### config.mk
export PLATFORM = sky130hd
export DESIGN_NAME = timer_unit
export DESIGN_NICKNAME = d
export VERILOG_FILES = /design/src/rtl/timer_unit.sv
export SDC_FILE = /design/constraint.sdc
export NUM_CORES = 1
export LEC_CHECK = 0
export BUFFER_PORTS_ARGS = -buffer_cell sky130_fd_sc_hd__buf_2
export CAP_MARGIN = 30
export CELL_PAD_IN_SITES_DETAIL_PLACEMENT = 1
export CELL_PAD_IN_SITES_GLOBAL_PLACEMENT = 2
export CORE_AREA = 5 5 172 174
export CTS_BUF_LIST = sky130_fd_sc_hd__clkbuf_4 sky130_fd_sc_hd__clkbuf_8 sky130_fd_sc_hd__clkbuf_16
export CTS_CLUSTER_SIZE = 10
export DETAILED_ROUTE_END_ITERATION = 16
export DIE_AREA = 0 0 177 179
export HOLD_SLACK_MARGIN = 0.08
export PLACE_DENSITY_LB_ADDON = 0.2
export SETUP_SLACK_MARGIN = 0.5
export SYNTH_ARGS = -nofsm -noshare
export SYNTH_HDL_FRONTEND = slang
export SYNTH_SLANG_ARGS = --single-unit
### constraint.sdc
create_clock -name clk -period 3.1 [get_ports clk]
set_input_delay 0.31 -clock clk [delete_from_list [all_inputs] [get_ports clk]]
set_output_delay 0.31 -clock clk [all_outputs]
set_load 0.05 [all_outputs]
### src/rtl/timer_unit.sv
// -----------------------------------------------------------------------------
// timer_unit
//
// Memory-mapped machine timer. It holds a 64-bit mtime counter, advanced by a
// programmable prescaler, and a 64-bit mtimecmp compare register. It raises a
// registered level interrupt while the timer is enabled and mtime >= mtimecmp.
// The unit decodes its own 32-byte word-addressed window on the data bus.
//
// Register window (byte offsets from BASE_ADDR):
//   0x00 MTIME_LO  mtime[31:0]             RW
//   0x04 MTIME_HI  mtime[63:32]            RW
//   0x08 CMP_LO    mtimecmp[31:0]          RW
//   0x0C CMP_HI    mtimecmp[63:32]         RW
//   0x10 CTRL      bit0 = EN, [15:8] = PRESC; all other bits read as 0
//   0x14-0x1C      reserved, read 0, writes ignored
//
// Ports:
//   clk              system clock, all state changes on the rising edge
//   rst              synchronous active-high reset
//   addr             byte address of the access
//   wdata            store data
//   wr_en            store strobe, one cycle per write
//   rd_en            load strobe
//   rdata            combinational load data, 0 when not selected
//   timer_interrupt  registered level interrupt to the core
// -----------------------------------------------------------------------------
module timer_unit #(
    parameter logic [31:0] BASE_ADDR = 32'h0000_4000,
    parameter logic [63:0] CMP_RESET = 64'hFFFF_FFFF_FFFF_FFFF
) (
    input  logic        clk,
    input  logic        rst,
    input  logic [31:0] addr,
    input  logic [31:0] wdata,
    input  logic        wr_en,
    input  logic        rd_en,
    output logic [31:0] rdata,
    output logic        timer_interrupt
);

    localparam logic [2:0] WORD_MTIME_LO = 3'd0;
    localparam logic [2:0] WORD_MTIME_HI = 3'd1;
    localparam logic [2:0] WORD_CMP_LO   = 3'd2;
    localparam logic [2:0] WORD_CMP_HI   = 3'd3;
    localparam logic [2:0] WORD_CTRL     = 3'd4;

    logic        sel;
    logic [2:0]  word;
    logic        wr_sel;
    logic        wr_mtime_lo;
    logic        wr_mtime_hi;
    logic        wr_cmp_lo;
    logic        wr_cmp_hi;
    logic        wr_ctrl;
    logic        tick;

    logic [63:0] mtime;
    logic [63:0] mtimecmp;
    logic        en;
    logic [7:0]  presc;
    logic [7:0]  presc_cnt;

    // CTRL only implements EN and PRESC; the remaining store bits are dropped.
    logic        unused_wdata;
    assign unused_wdata = ^{wdata[31:16], wdata[7:1]};

    // Only aligned word accesses inside our 32-byte window are honoured.
    assign sel    = (addr[31:5] == BASE_ADDR[31:5]) && (addr[1:0] == 2'b00);
    assign word   = addr[4:2];
    assign wr_sel = wr_en && sel;

    assign wr_mtime_lo = wr_sel && (word == WORD_MTIME_LO);
    assign wr_mtime_hi = wr_sel && (word == WORD_MTIME_HI);
    assign wr_cmp_lo   = wr_sel && (word == WORD_CMP_LO);
    assign wr_cmp_hi   = wr_sel && (word == WORD_CMP_HI);
    assign wr_ctrl     = wr_sel && (word == WORD_CTRL);

    // A CTRL write restarts the prescale period, so it suppresses the tick
    // that would otherwise fall on the same edge.
    assign tick = en && !wr_ctrl && (presc_cnt == presc);

    // Prescaler: counts 0..PRESC while enabled, held at 0 otherwise.
    always_ff @(posedge clk) begin
        if (rst) begin
            presc_cnt <= 8'd0;
        end else if (wr_ctrl || !en || (presc_cnt == presc)) begin
            presc_cnt <= 8'd0;
        end else begin
            presc_cnt <= presc_cnt + 8'd1;
        end
    end

    // Control register.
    always_ff @(posedge clk) begin
        if (rst) begin
            en    <= 1'b0;
            presc <= 8'd0;
        end else if (wr_ctrl) begin
            en    <= wdata[0];
            presc <= wdata[15:8];
        end
    end

    // mtime: a software write to either half wins over the increment.
    always_ff @(posedge clk) begin
        if (rst) begin
            mtime <= 64'd0;
        end else if (wr_mtime_lo) begin
            mtime[31:0] <= wdata;
        end else if (wr_mtime_hi) begin
            mtime[63:32] <= wdata;
        end else if (tick) begin
            mtime <= mtime + 64'd1;
        end
    end

    // Compare register, written one half at a time.
    always_ff @(posedge clk) begin
        if (rst) begin
            mtimecmp <= CMP_RESET;
        end else if (wr_cmp_lo) begin
            mtimecmp[31:0] <= wdata;
        end else if (wr_cmp_hi) begin
            mtimecmp[63:32] <= wdata;
        end
    end

    // Level interrupt from the values held before this edge.
    always_ff @(posedge clk) begin
        if (rst) begin
            timer_interrupt <= 1'b0;
        end else begin
            timer_interrupt <= en && (mtime >= mtimecmp);
        end
    end

    // Zero-latency read of the current register contents.
    always_comb begin
        rdata = 32'h0;
        if (rd_en && sel) begin
            case (word)
                WORD_MTIME_LO: rdata = mtime[31:0];
                WORD_MTIME_HI: rdata = mtime[63:32];
                WORD_CMP_LO:   rdata = mtimecmp[31:0];
                WORD_CMP_HI:   rdata = mtimecmp[63:32];
                WORD_CTRL:     rdata = {16'h0, presc, 7'h0, en};
                default:       rdata = 32'h0;
            endcase
        end
    end

endmodule

# Word level (Yosys, flattened, before mapping)
# Cells that the tools add are included.
totals:
  input_bits: 68
  elab_cells: 49
  out_inout_bits: 33
  ff_bits: 146
classes:
  n_mux: 6
  n_eq_ne: 7
  addsub: 2
  n_reduce_logical: 23
  bitwise_logic: 2
  magnitude_cmp: 1
ops:
  columns: ["cell", "n"]
  rows:
  - ["$pmux W32 S5", 1]
  - ["$mux W32", 4]
  - ["$add A64 B1 Y64 const B", 1]
  - ["$ge A64 B64 Y1", 1]
  - ["$mux W64", 1]
  - ["$eq A27 B10 Y1 const B", 1]
  - ["$logic_and A1 B1 Y1", 11]
  - ["$add A8 B1 Y8 const B", 1]
  - ["$eq A8 B8 Y1", 1]
  - ["$eq A3 B2 Y1 const B", 2]
  - ["$reduce_and A2 Y1", 3]
  - ["$reduce_bool A2 Y1", 2]
  - ["$eq A3 B1 Y1 const B", 1]
  - ["$eq A3 B3 Y1 const B", 1]
  - ["$logic_not A3 Y1", 1]
  - ["$logic_not A1 Y1", 2]
  - ["$logic_not A2 Y1", 1]
  - ["$logic_or A1 B1 Y1", 2]
  - ["$ne A2 B2 Y1 const B", 1]
  - ["$not A1 Y1", 2]
  - ["$reduce_or A2 Y1", 1]

# Depth between registers and ports, before layout
# Gate-level depths: netlist of the first run.
depth:
  depth_word: 10
  ltp_mapped: 10
  depth_no_buf: 9

# Least setup slack after synthesis of the first run
# OpenSTA, ideal clock, no wires.
synth_path:
  path_kind: "input to output"
  startpoint: "input addr[2]"
  endpoint: "output rdata[26]"
  slack_ps: 572
  arrival_ps: 2218
  path_stages: 7
  path_cell_list: "nor2b_1 clkbuf_1 nor2b_1 clkbuf_1 clkbuf_1 a22oi_1 a21oi_1"
synth_between:
  elab_chain_cells: 3
  word_cells_on_any_way: 7
synth_lines:
  columns: ["element", "line_no", "rtl"]
  rows:
  - ["start: declaration", "33", "input logic [31:0] addr,"]
  - ["$eq A3 B3 Y1 (tied with other cells)", "141", "case (word)"]
  - ["$pmux W32 S5 (*)", "141", null]
  - ["$mux W32 (*)", "140", "if (rd_en && sel) begin"]
  - ["end: declaration", "37", "output logic [31:0] rdata,"]
# Every way passes the cells marked *; elsewhere a longest branch is shown, timed or not.

# Final worst setup path of the first run
layout_path:
  startpoint: "register mtime[0]"
  endpoint: "register mtime[38]"
layout_between:
  elab_chain_cells: 3
layout_lines:
  columns: ["element", "line_no", "rtl"]
  rows:
  - ["start: declaration", "57", "logic [63:0] mtime;"]
  - ["start signal: assignment", "109", "mtime[31:0] <= wdata;"]
  - ["start signal: assignment", "113", "mtime <= mtime + 64'd1;"]
  - ["$add A64 B1 Y64", "113", null]
  - ["$mux W64", "112", "end else if (tick) begin"]
  - ["$mux W32", "110", "end else if (wr_mtime_hi) begin"]
# Every way passes these cells. The select of a mux whose other input is x is not followed.
# A chain may end at the register's enable or synchronous reset.

==> run metrics, run 1 <==
status=finished clean; net switching fraction of the power=0.261; RSZ-0062 raised after global routing=no; R2R depth=9; actual slew at the worst max-slew pin=0.590 ns; post-route cell area=0.0116 mm²; clock buffer depth=2; clock sink count=146; hold buffers post-CTS=0; dpl ws=0.0500 ns; adder-cell share of the synthesized area=0.0861; PortBufs=100; Worst Hold Depth=3; Synth Instances=1,257; Worst R2R Setup Slack=0.61 ns; critical path data arrival time=2.85 ns; mux contribution to synthesized area=0.0200; RD Place Congestion=0.866; compound-gate portion of the synthesized area=0.303; Slew HR=0.606; Distinct cells, synth=69; CTS tree=built; main combinational cell family by area after synthesis=compound AO/OA/AOI/OAI gates; most instantiated cells after synthesis=nand2_1 (155), dfxtp_1 (146), a21oi_1 (117), inv_1 (74), nor2_1 (72); DRT Pass-1 Iters=5; Pwr Total=0.00431 W; Area contributors post-synth=dfxtp_1 (30%), ha_1 (8.6%), a21oi_1 (6.1%); Crit Path Class=flop to flop; Final Skew=0.0157 ns; xor/xnor share of the synthesized area=0.0128; area leader, netlist=dfxtp_1; CTS clk-pin slew, worst paths=0.06 ns; layout cell share with drive strength beyond 1=0.190; CP Max Fanout=13; Setup TNS Final=0 ns; area fraction of the dominant cell type after synthesis=0.305; clk_lat worst skew=0.44 ns; Layout fillers=3,425; clock share of power=0.507; initial antenna violation count=1; Yosys warnings=0; DR vias=10,191; FFs w/ async S/R, synth=0; max cap viols=0; core footprint=0.0276 mm²; PD cells=372 mW/mm²; Gate power share=0.058; Post-Synth Simple-Gate Area=0.207; Post-synth EDFFs=0; Ports=101; nets=1,491; final hold viol count=0; max-slew violations=0; vias per cell=5.83; Seq pwr share=0.435; syn_area_per_cell=7.63 µm²; internal power=0.00318 W; Hold WC Path Type=input pin to flop; GRT Overall Usage=0.257; fmax=402 MHz; DRT antenna net count=0; first-pass GRT wire length=62.8 mm; die width=177 µm; RR Endpoint=mtime[38]$_SDFFE_PP0P_; clock root buffer=clkbuf_16; Seq/Total Area, Yosys=0.305; most numerous cell in the Yosys netlist=nand2_1; DRC violations left=0; largest net degree at the start of global routing=65; total wire length=40.8 mm; vias in the first global route=10,487; min cycle time layout=2.49 ns; Hold EP=mtimecmp[16]$_SDFFE_PP1P_; prevailing post-synth register cell=dfxtp_1; P_leak=5.01 nW; row count=61; Die Y-Extent=179 µm; DIE AREA=0.0317 mm²; Max IR drop VDD=284 µV; Post-Syn Area=0.00959 mm²; Worst Setup End Kind=flop; Tcrit/Tclk final=0.802; ANT cells=0; worst r2r src=mtime[0]$_SDFFE_PP0P_; Yosys reg bits=146; Setup crit start kind=flop; Iteration-0 DRC Markers=658; Layout area overhead=20.9%; GRT overflow=0; Initial Utilization=0.347; worst hold path startpoint=wdata[16]; H-tree depth=4; Final WS setup=0.613 ns; CTS Buf Count=17; DR WL/cell=23.3 µm; Setup-failing EPs final=0; sw power=0.00112 W; dpl cell area=0.0108 mm²; Synth Net Count=1,391; post-DP HPWL=29.9 mm; CP required=3.46 ns
## how the worst max path moves through the flow
| stage | startpoint | end | slack [ns] |
|---|---|---|---|
| 4_1_cts | mtime[25]$_SDFFE_PP0P_ | timer_interrupt$_SDFF_PP0_ | 0.50 |
| 5_1_grt | addr[5] | rdata[16] | 0.50 |
| 2_1_floorplan | addr[2] | rdata[26] | 0.57 |
| 3_3_place_gp | mtime[10]$_SDFFE_PP0P_ | mtime[47]$_SDFFE_PP0P_ | 0.13 |
| 3_5_place_dp | mtime[10]$_SDFFE_PP0P_ | mtime[47]$_SDFFE_PP0P_ | 0.05 |
| 6_report | mtime[0]$_SDFFE_PP0P_ | mtime[38]$_SDFFE_PP0P_ | 0.61 |
## timing repair
action	4_1_cts	5_1_grt
setup endpoints to repair	42	55
gates resized for setup	14	22
pin swaps	2	4
setup buffers	2	4
## per-stage QoR
step / utilization / instances / hold slack (ns)
2_1_floorplan: - / 1257 / 0.439
3_3_place_gp: 0.392 / 1710 / 0.507
3_5_place_dp: 0.392 / 1710 / 0.516
4_1_cts: 0.416 / 1744 / 0.181
5_1_grt: 0.420 / 1748 / 0.193
6_report: 0.420 / 1748 / 0.190
## layout by cell type (no fill, tap or decap), drive strengths merged, types with 15 or more instances in the layout
master | Yosys | routed
a22oi | 66 | 66
a21oi | 117 | 117
nand2 | 155 | 155
clkbuf | 69 | 20
nor4 | 15 | 15
buf | 21 | 170
a21o | 25 | 25
a211oi | 19 | 19
nand4 | 35 | 35
dfxtp | 146 | 146
ha | 66 | 66
inv | 75 | 79
nor2 | 72 | 72
mux2i | 18 | 18
and3 | 18 | 18
nor3 | 16 | 16
o211ai | 67 | 67
o21ai | 73 | 73
nand3 | 36 | 36
## power by group through the flow
| stage | Clock [W] | Sequential (W) | Combinational, W |
|---|---|---|---|
| final | 0.00218 | 0.00187 | 0.000250 |
| after global routing | 0.00228 | 0.00187 | 0.000263 |
| after CTS | 0.00221 | 0.00187 | 0.000247 |
| after detailed placement | 0 | 0.00192 | 0.000245 |
| after global placement | 0 | 0.00192 | 0.000247 |
| after floorplan | 0 | 0.00192 | 0.0000923 |
## metal layers
layer	part of all wire	vias up	GRT usage	wire, µm
met5	0.00032	-	0	13
met4	0.033	2	0.0854	1350
met3	0.041	68	0.0441	1690
met2	0.47	232	0.438	19400
met1	0.45	5029	0.332	18400
li1	-	4860	-	-
## sequential cells by signal, indices dropped and copies added (netlist names)
| register | cells |
|---|---|
| mtimecmp | 64 |
| timer_interrupt | 1 |
| presc | 8 |
| presc_cnt | 8 |
| mtime | 64 |
| en | 1 |
## cell type report
type	instances	area (µm²)	share of cell area
clock buffers	19	447	0.0385
clock inverters	13	149	0.0128
inverters	75	282	0.0243
multi-input cells	946	6170	0.532
flip-flops and latches	146	2930	0.253
well taps	378	473	0.0408
repair buffers	171	1140	0.0984
## kinds of logic after synthesis
logic type	after synthesis
buffers and inverters	165
adder cells (fa/ha/maj)	66
XOR/XNOR	14
AO/OA/AOI/OAI	441
multiplexers	19
flip-flops	146
AND/OR/NAND/NOR	406
## worst max-delay path, cell delays in order (launching register included)
cell and delay, ns:
dfxtp_2 0.40, ha_1 0.23, nand2_1 0.10, or3_4 0.47
nor4_4 0.39, buf_6 0.23, nand2_1 0.12, o41ai_1 0.25
nand2_1 0.09, a21oi_1 0.13
Note: power is estimated with default switching activity, not from simulation.
==> run 2, diff against run 1 <==
==> constraint.sdc (replaced) <==
create_clock -name clk -period 2.5 [get_ports clk]
set_input_delay 0.25 -clock clk [delete_from_list [all_inputs] [get_ports clk]]
set_output_delay 0.25 -clock clk [all_outputs]
set_load 0.05 [all_outputs]
==> run 2 against run 1 <==
Net effect:
- cell count increased by 7.2%
- clock skew down 0.0021 ns
- flip-flop and latch count is the same
- die area did not move
- routed wire length up 17%
- sequential share of layout area shrank 4.6 points
- sequential power increased by 24%
- clock-buffer cell count down 1
- via count rose by 10%
==> run metrics, run 2 (synthesis gave the netlist of run 1 again) <==
status=finished clean; Setup crit start kind=flop; most used cell, CP=buf_6; max cap viols=0 (unchanged); R2R depth=9 (unchanged); Max IR drop VDD=446 µV (+57%); vias per cell=5.99 (+2.8%); DRT antenna net count=0 (unchanged); Die Y-Extent=179 µm (unchanged); clock root buffer=clkbuf_16; slowest stage delay, CP=0.46 ns (about the same); RSZ-0062 raised after global routing=yes; RD Place Congestion=0.848 (-2.0%); Worst Setup End Kind=flop; CP Max Fanout=5 (-8); actual slew at the worst max-slew pin=0.570 ns (-0.0201 ns); CTS tree=built; total wire length=47.6 mm (+17%); internal power=0.00376 W (+18%); min cycle time layout=2.35 ns (-0.137 ns); ANT cells=0 (unchanged); CTS clk-pin slew, worst paths=0.07 ns (about the same); core footprint=0.0276 mm² (unchanged); CTS Buf Count=17 (unchanged); vias in the first global route=11,370 (+8.4%); worst hold path startpoint=wdata[2]; max-slew violations=0 (unchanged); commonest non-fill, non-tap cell in the layout=nand2_1; DR vias=11,224 (+10%); Gate power share=0.077 (+0.019); final hold viol count=0 (unchanged); Setup-failing EPs final=0 (unchanged); clock buffer depth=2 (unchanged); Seq pwr share=0.439 (+0.004); sw power=0.00150 W (+33%); row count=61 (unchanged); clock share of power=0.484 (-0.023); Crit Path Class=flop to flop; Iteration-0 DRC Markers=714 (+8.5%); CP required=2.80 ns (-0.66 ns); clock sink count=146 (unchanged); end-of-flow core utilization=0.527 (+0.108); critical path data arrival time=2.65 ns (-0.20 ns); Slew HR=0.616 (+0.0107); DRC violations left=0 (unchanged); first-pass GRT wire length=68.6 mm (+9.3%); Setup TNS Final=0 ns (unchanged); DIE AREA=0.0317 mm² (unchanged); worst r2r src=mtime[17]$_SDFFE_PP0P_; Worst R2R Setup Slack=0.15 ns (-0.46 ns); PD cells=361 mW/mm² (-2.9%); initial antenna violation count=0 (-1); P_leak=6.16 nW (+23%); Final Skew=0.0136 ns (-0.00211 ns); post-DP HPWL=32.4 mm (+8.4%); GRT Overall Usage=0.283 (+0.0259); biggest regs=mtime: 64 flops, mtimecmp: 64 flops; GRT overflow=0 (unchanged); H-tree depth=4 (unchanged); Ports=101 (unchanged); hold buffers post-CTS=0 (unchanged); Tcrit/Tclk final=0.940 (+0.138); Initial Utilization=0.347 (unchanged); clk_lat worst skew=0.44 ns (about the same); die width=177 µm (unchanged); DRT Pass-1 Iters=5 (unchanged); slowest stage cell, crit path=or3_4; largest net degree at the start of global routing=54 (-17%); Hold WC Path Type=input pin to flop; PortBufs=100 (unchanged); Setup crit start=mtime[17]$_SDFFE_PP0P_; DR WL/cell=25.4 µm (+8.9%); net switching fraction of the power=0.284 (+0.0234); crit-path cells=nand4_1 > or3_4 > nor4_4 > buf_6 > buf_6 > nand3_4 > o31a_1 > o21ai_1 > a21oi_1; Setup crit end=mtime[51]$_SDFFE_PP0P_; most frequent cells in the layout=nand2_1 (149), buf_4 (128), dfxtp_1 (96); nets=1,616 (+8.4%); RR Endpoint=mtime[51]$_SDFFE_PP0P_; fmax=426 MHz (+5.8%); Layout area overhead=51.8%; layout cell share with drive strength beyond 1=0.382 (+0.192)
## run 2: cell types whose count changed in the layout (fill, tap and decap cells not counted), sizes merged
| cell | change |
|---|---|
| clkinv | -1 |
| bufinv | -2 |
| buf | +124 |
| inv | +4 |
## run 2: layout make-up
class | count | area, µm²
flip-flops and latches | 146 | 3020
fillers | 3226 | 13100
repair buffers | 296 | 2850
clock inverters | 14 | 120
clock buffers | 18 | 433
well taps | 378 | 473
multi-input cells | 946 | 7390
inverters | 75 | 282
## run 2: per-stage QoR
stage | hold WS, ns | total power (W) | setup WS [ns] | instance area (µm²) | cells
finish | 0.125 | 0.00526 | 0.151 | 14600 | 1873
global route | 0.125 | 0.00541 | 0.0365 | 14600 | 1873
CTS | 0.116 | 0.00528 | 0.180 | 13600 | 1839
detailed placement | 0.503 | 0.00273 | -0.0682 | 12000 | 1771
global placement | 0.497 | 0.00273 | -0.0154 | 12000 | 1771
floorplan | 0.379 | 0.00252 | 0.228 | 10300 | 1257
## run 2: power by group through the flow
stage                     sequential, W  combinational, W  clock [W]
after floorplan                 0.00238          0.000138          0
after global placement          0.00238          0.000356          0
after detailed placement        0.00238          0.000356          0
after CTS                       0.00232          0.000386    0.00258
after global routing            0.00231          0.000421    0.00268
final                           0.00231          0.000406    0.00254
## run 2: layer usage
metal,track usage,share of wire,vias up,routed length (µm)
met3,0.0447,0.045,129,2120
met4,0.113,0.049,0,2350
met5,0,0,-,0
met2,0.498,0.49,332,23400
met1,0.347,0.41,5657,19700
li1,-,-,5106,-
## run 2: critical path, delay by kind of cell, from the launching register on
kind	cells	cell delay, ns
compound gates	3	0.53
flops	1	0.37
buf+inv	2	0.29
simple gates	4	1.02
## run 2: worst min-delay path by stage
stage,endpoint,slack [ns],cells past startpoint
floorplan,mtimecmp[0]$_SDFFE_PP1P_,0.38,2
global placement,presc_cnt[0]$_SDFF_PP0_,0.50,1
detailed placement,presc_cnt[0]$_SDFF_PP0_,0.50,1
CTS,mtimecmp[2]$_SDFFE_PP1P_,0.12,3
global route,mtimecmp[53]$_SDFFE_PP1P_,0.12,3
finish,mtimecmp[2]$_SDFFE_PP1P_,0.13,3
## run 2: repair_timing
item                       4_1_cts  5_1_grt
hold endpoints to repair         0        0
setup endpoints to repair       95       96
resized for setup              196      157
pin swaps                       50       66
gates cloned                     6        4
setup buffers                   30       30
==> run 3, diff against run 2 <==
--- a/config.mk
+++ b/config.mk
@@ -16,7 +16,6 @@
 export DIE_AREA = 0 0 177 179
 export HOLD_SLACK_MARGIN = 0.08
 export PLACE_DENSITY_LB_ADDON = 0.2
-export SETUP_SLACK_MARGIN = 0.5
 export SYNTH_ARGS = -nofsm -noshare
 export SYNTH_HDL_FRONTEND = slang
 export SYNTH_SLANG_ARGS = --single-unit
==> run 3 against run 2 <==
Net effect:
- fmax is 4.4% lower
- setup slack worse by 0.11 ns
- global-route usage is 2.0 points lower
- routed wire length is 12% lower
- clock-buffer cell count is 1 lower
- cell count is 2.8% lower
- clock skew is 0.0016 ns higher
- combinational power is 24% lower
- first-iteration DRC count is 19% lower
- non-clock buffer count is 52 lower
- core utilization is 8.5 points lower
- via count is 5.2% lower
==> run metrics, run 3 (synthesis gave the netlist of run 1 again) <==
placed insts=1,784 (+0.73%); Ports=101 (unchanged); Setup crit end=timer_interrupt$_SDFF_PP0_; most frequent cells in the layout=nand2_1 (154), dfxtp_1 (143), buf_4 (127); Setup crit start=mtime[21]$_SDFFE_PP0P_; DIE AREA=0.0317 mm² (unchanged); RD Place Congestion=0.895 (+5.5%); Worst R2R Setup Slack=0.04 ns (-0.11 ns); GRT Overall Usage=0.264 (-0.0198); CP Max Fanout=4 (-1); CTS Buf Count=17 (unchanged); status=finished clean; Seq pwr share=0.437 (-0.002); Crit Path Class=flop to flop; ANT cells=0 (unchanged); worst hold path startpoint=wdata[6]; vias in the first global route=10,697 (-5.9%); Max IR drop VDD=386 µV (-14%); DRT antenna net count=0 (unchanged); PD cells=435 mW/mm² (+20%); largest net degree at the start of global routing=56 (+3.7%); DRC violations left=0 (unchanged); Iteration-0 DRC Markers=579 (-19%); PortBufs=100 (unchanged); CTS tree=built; initial antenna violation count=1 (+1); total wire length=41.9 mm (-12%); final std cells w/o fill=1,821 (-2.8%); biggest regs=mtime: 64 flops, mtimecmp: 64 flops; max cap viols=0 (unchanged); DRT Pass-1 Iters=5 (unchanged); final hold viol count=0 (unchanged); nets=1,564 (-3.2%); layout cell share with drive strength beyond 1=0.226 (-0.156); CTS clk-pin slew, worst paths=0.08 ns (about the same); Slew HR=0.498 (-0.118); Worst Setup End Kind=flop; clock root buffer=clkbuf_16; core footprint=0.0276 mm² (unchanged); Hold WC Path Type=input pin to flop; worst r2r src=mtime[21]$_SDFFE_PP0P_; R2R depth=9 (unchanged); vias per cell=5.85 (-2.5%); Tcrit/Tclk final=0.983 (+0.0436); hold buffers post-CTS=0 (unchanged); DR WL/cell=23.0 µm (-9.4%); first-pass GRT wire length=64.5 mm (-6.0%); die width=177 µm (unchanged); Final Skew=0.0153 ns (+0.00165 ns); max-slew violations=0 (unchanged); P_leak=5.43 nW (-12%); Die Y-Extent=179 µm (unchanged); CP required=2.86 ns (+0.06 ns); GRT overflow=0 (unchanged); Initial Utilization=0.347 (unchanged); post-DP HPWL=31.1 mm (-3.9%); Gate power share=0.058 (-0.019); critical path data arrival time=2.82 ns (+0.17 ns); Setup-failing EPs final=0 (unchanged); clock buffer depth=2 (unchanged); Layout area overhead=27.4%; hold_ws=0.128 ns (+0.00260 ns); fmax=407 MHz (-4.4%); internal power=0.00385 W (+2.3%); Setup crit start kind=flop; commonest non-fill, non-tap cell in the layout=nand2_1; actual slew at the worst max-slew pin=0.753 ns (+0.183 ns); net switching fraction of the power=0.276 (-0.00814); clock sink count=146 (unchanged); end-of-flow core utilization=0.442 (-0.0846); RR Endpoint=timer_interrupt$_SDFF_PP0_; clk_lat worst skew=0.44 ns (about the same); H-tree depth=4 (unchanged); sw power=0.00147 W (-1.8%); clock share of power=0.505 (+0.021); row count=61 (unchanged); min cycle time layout=2.46 ns (+0.109 ns); DR vias=10,644 (-5.2%)
==> run 3: changes by cell type in the layout (fill, tap and decap cells not counted), sizes merged <==
cell / delta
buf: -51
inv: +3
clkbuf: -2
clkinvlp: -2
bufinv: +1
clkinv: -1
==> run 3: what timing repair did <==
item	in CTS	in global routing
setup endpoints to repair	18	28
setup buffers	2	3
pin swaps	0	7
gates resized for setup	5	21
==> run 3: power groups by stage <==
stage          clock network [W]  registers (W)  logic, W
2_1_floorplan                  0        0.00238  0.000114
3_3_place_gp                   0        0.00238  0.000306
3_5_place_dp                   0        0.00238  0.000306
4_1_cts                  0.00274        0.00232  0.000307
5_1_grt                  0.00284        0.00232  0.000327
6_report                 0.00268        0.00232  0.000310
==> run 3: worst max-delay path: stages, from the launching register on <==
cell,delay (ns)
dfxtp_2,0.35
buf_4,0.14
ha_1,0.29
nand4_1,0.32
nor2_1,0.24
nand2_1,0.08
o31ai_1,0.41
o2111ai_1,0.22
a21o_1,0.20
nand2_1,0.12
==> run 3: cell type report <==
class | instances | area (µm²)
Tap cell | 378 | 473
Timing Repair Buffer | 244 | 1800
Clock inverter | 15 | 160
Inverter | 75 | 282
Fill cell | 3422 | 15400
Sequential cell | 146 | 2930
Multi-Input combinational cell | 946 | 6150
Clock buffer | 17 | 425
==> run 3: worst min path at each step <==
stage                               endpoint  slack, ns  cells after the start
finish              mtimecmp[6]$_SDFFE_PP1P_       0.13                      3
global route        mtimecmp[4]$_SDFFE_PP1P_       0.14                      3
CTS                 mtimecmp[6]$_SDFFE_PP1P_       0.12                      3
detailed placement   presc_cnt[0]$_SDFF_PP0_       0.51                      1
global placement     presc_cnt[0]$_SDFF_PP0_       0.50                      1
floorplan           mtimecmp[0]$_SDFFE_PP1P_       0.38                      2
==> run 3: stage by stage <==
step                power (W)  setup WS (ns)  setup TNS, ns  instance area [µm²]
finish                0.00532         0.0417              0                12200
global route          0.00549       -0.00994        -0.0123                12200
CTS                   0.00537       0.000464              0                12100
detailed placement    0.00268        -0.0770          -1.02                11500
global placement      0.00268        -0.0677         -0.111                11500
floorplan             0.00249         0.0628              0                 9590
==> run 3: metal layers <==
| metal | routed length, µm | vias to the layer above | global-route usage |
|---|---|---|---|
| li1 | - | 4995 | - |
| met1 | 18900 | 5350 | 0.349 |
| met2 | 20400 | 235 | 0.449 |
| met5 | 0 | - | 0 |
| met3 | 1530 | 64 | 0.0302 |
| met4 | 1070 | 0 | 0.0848 |
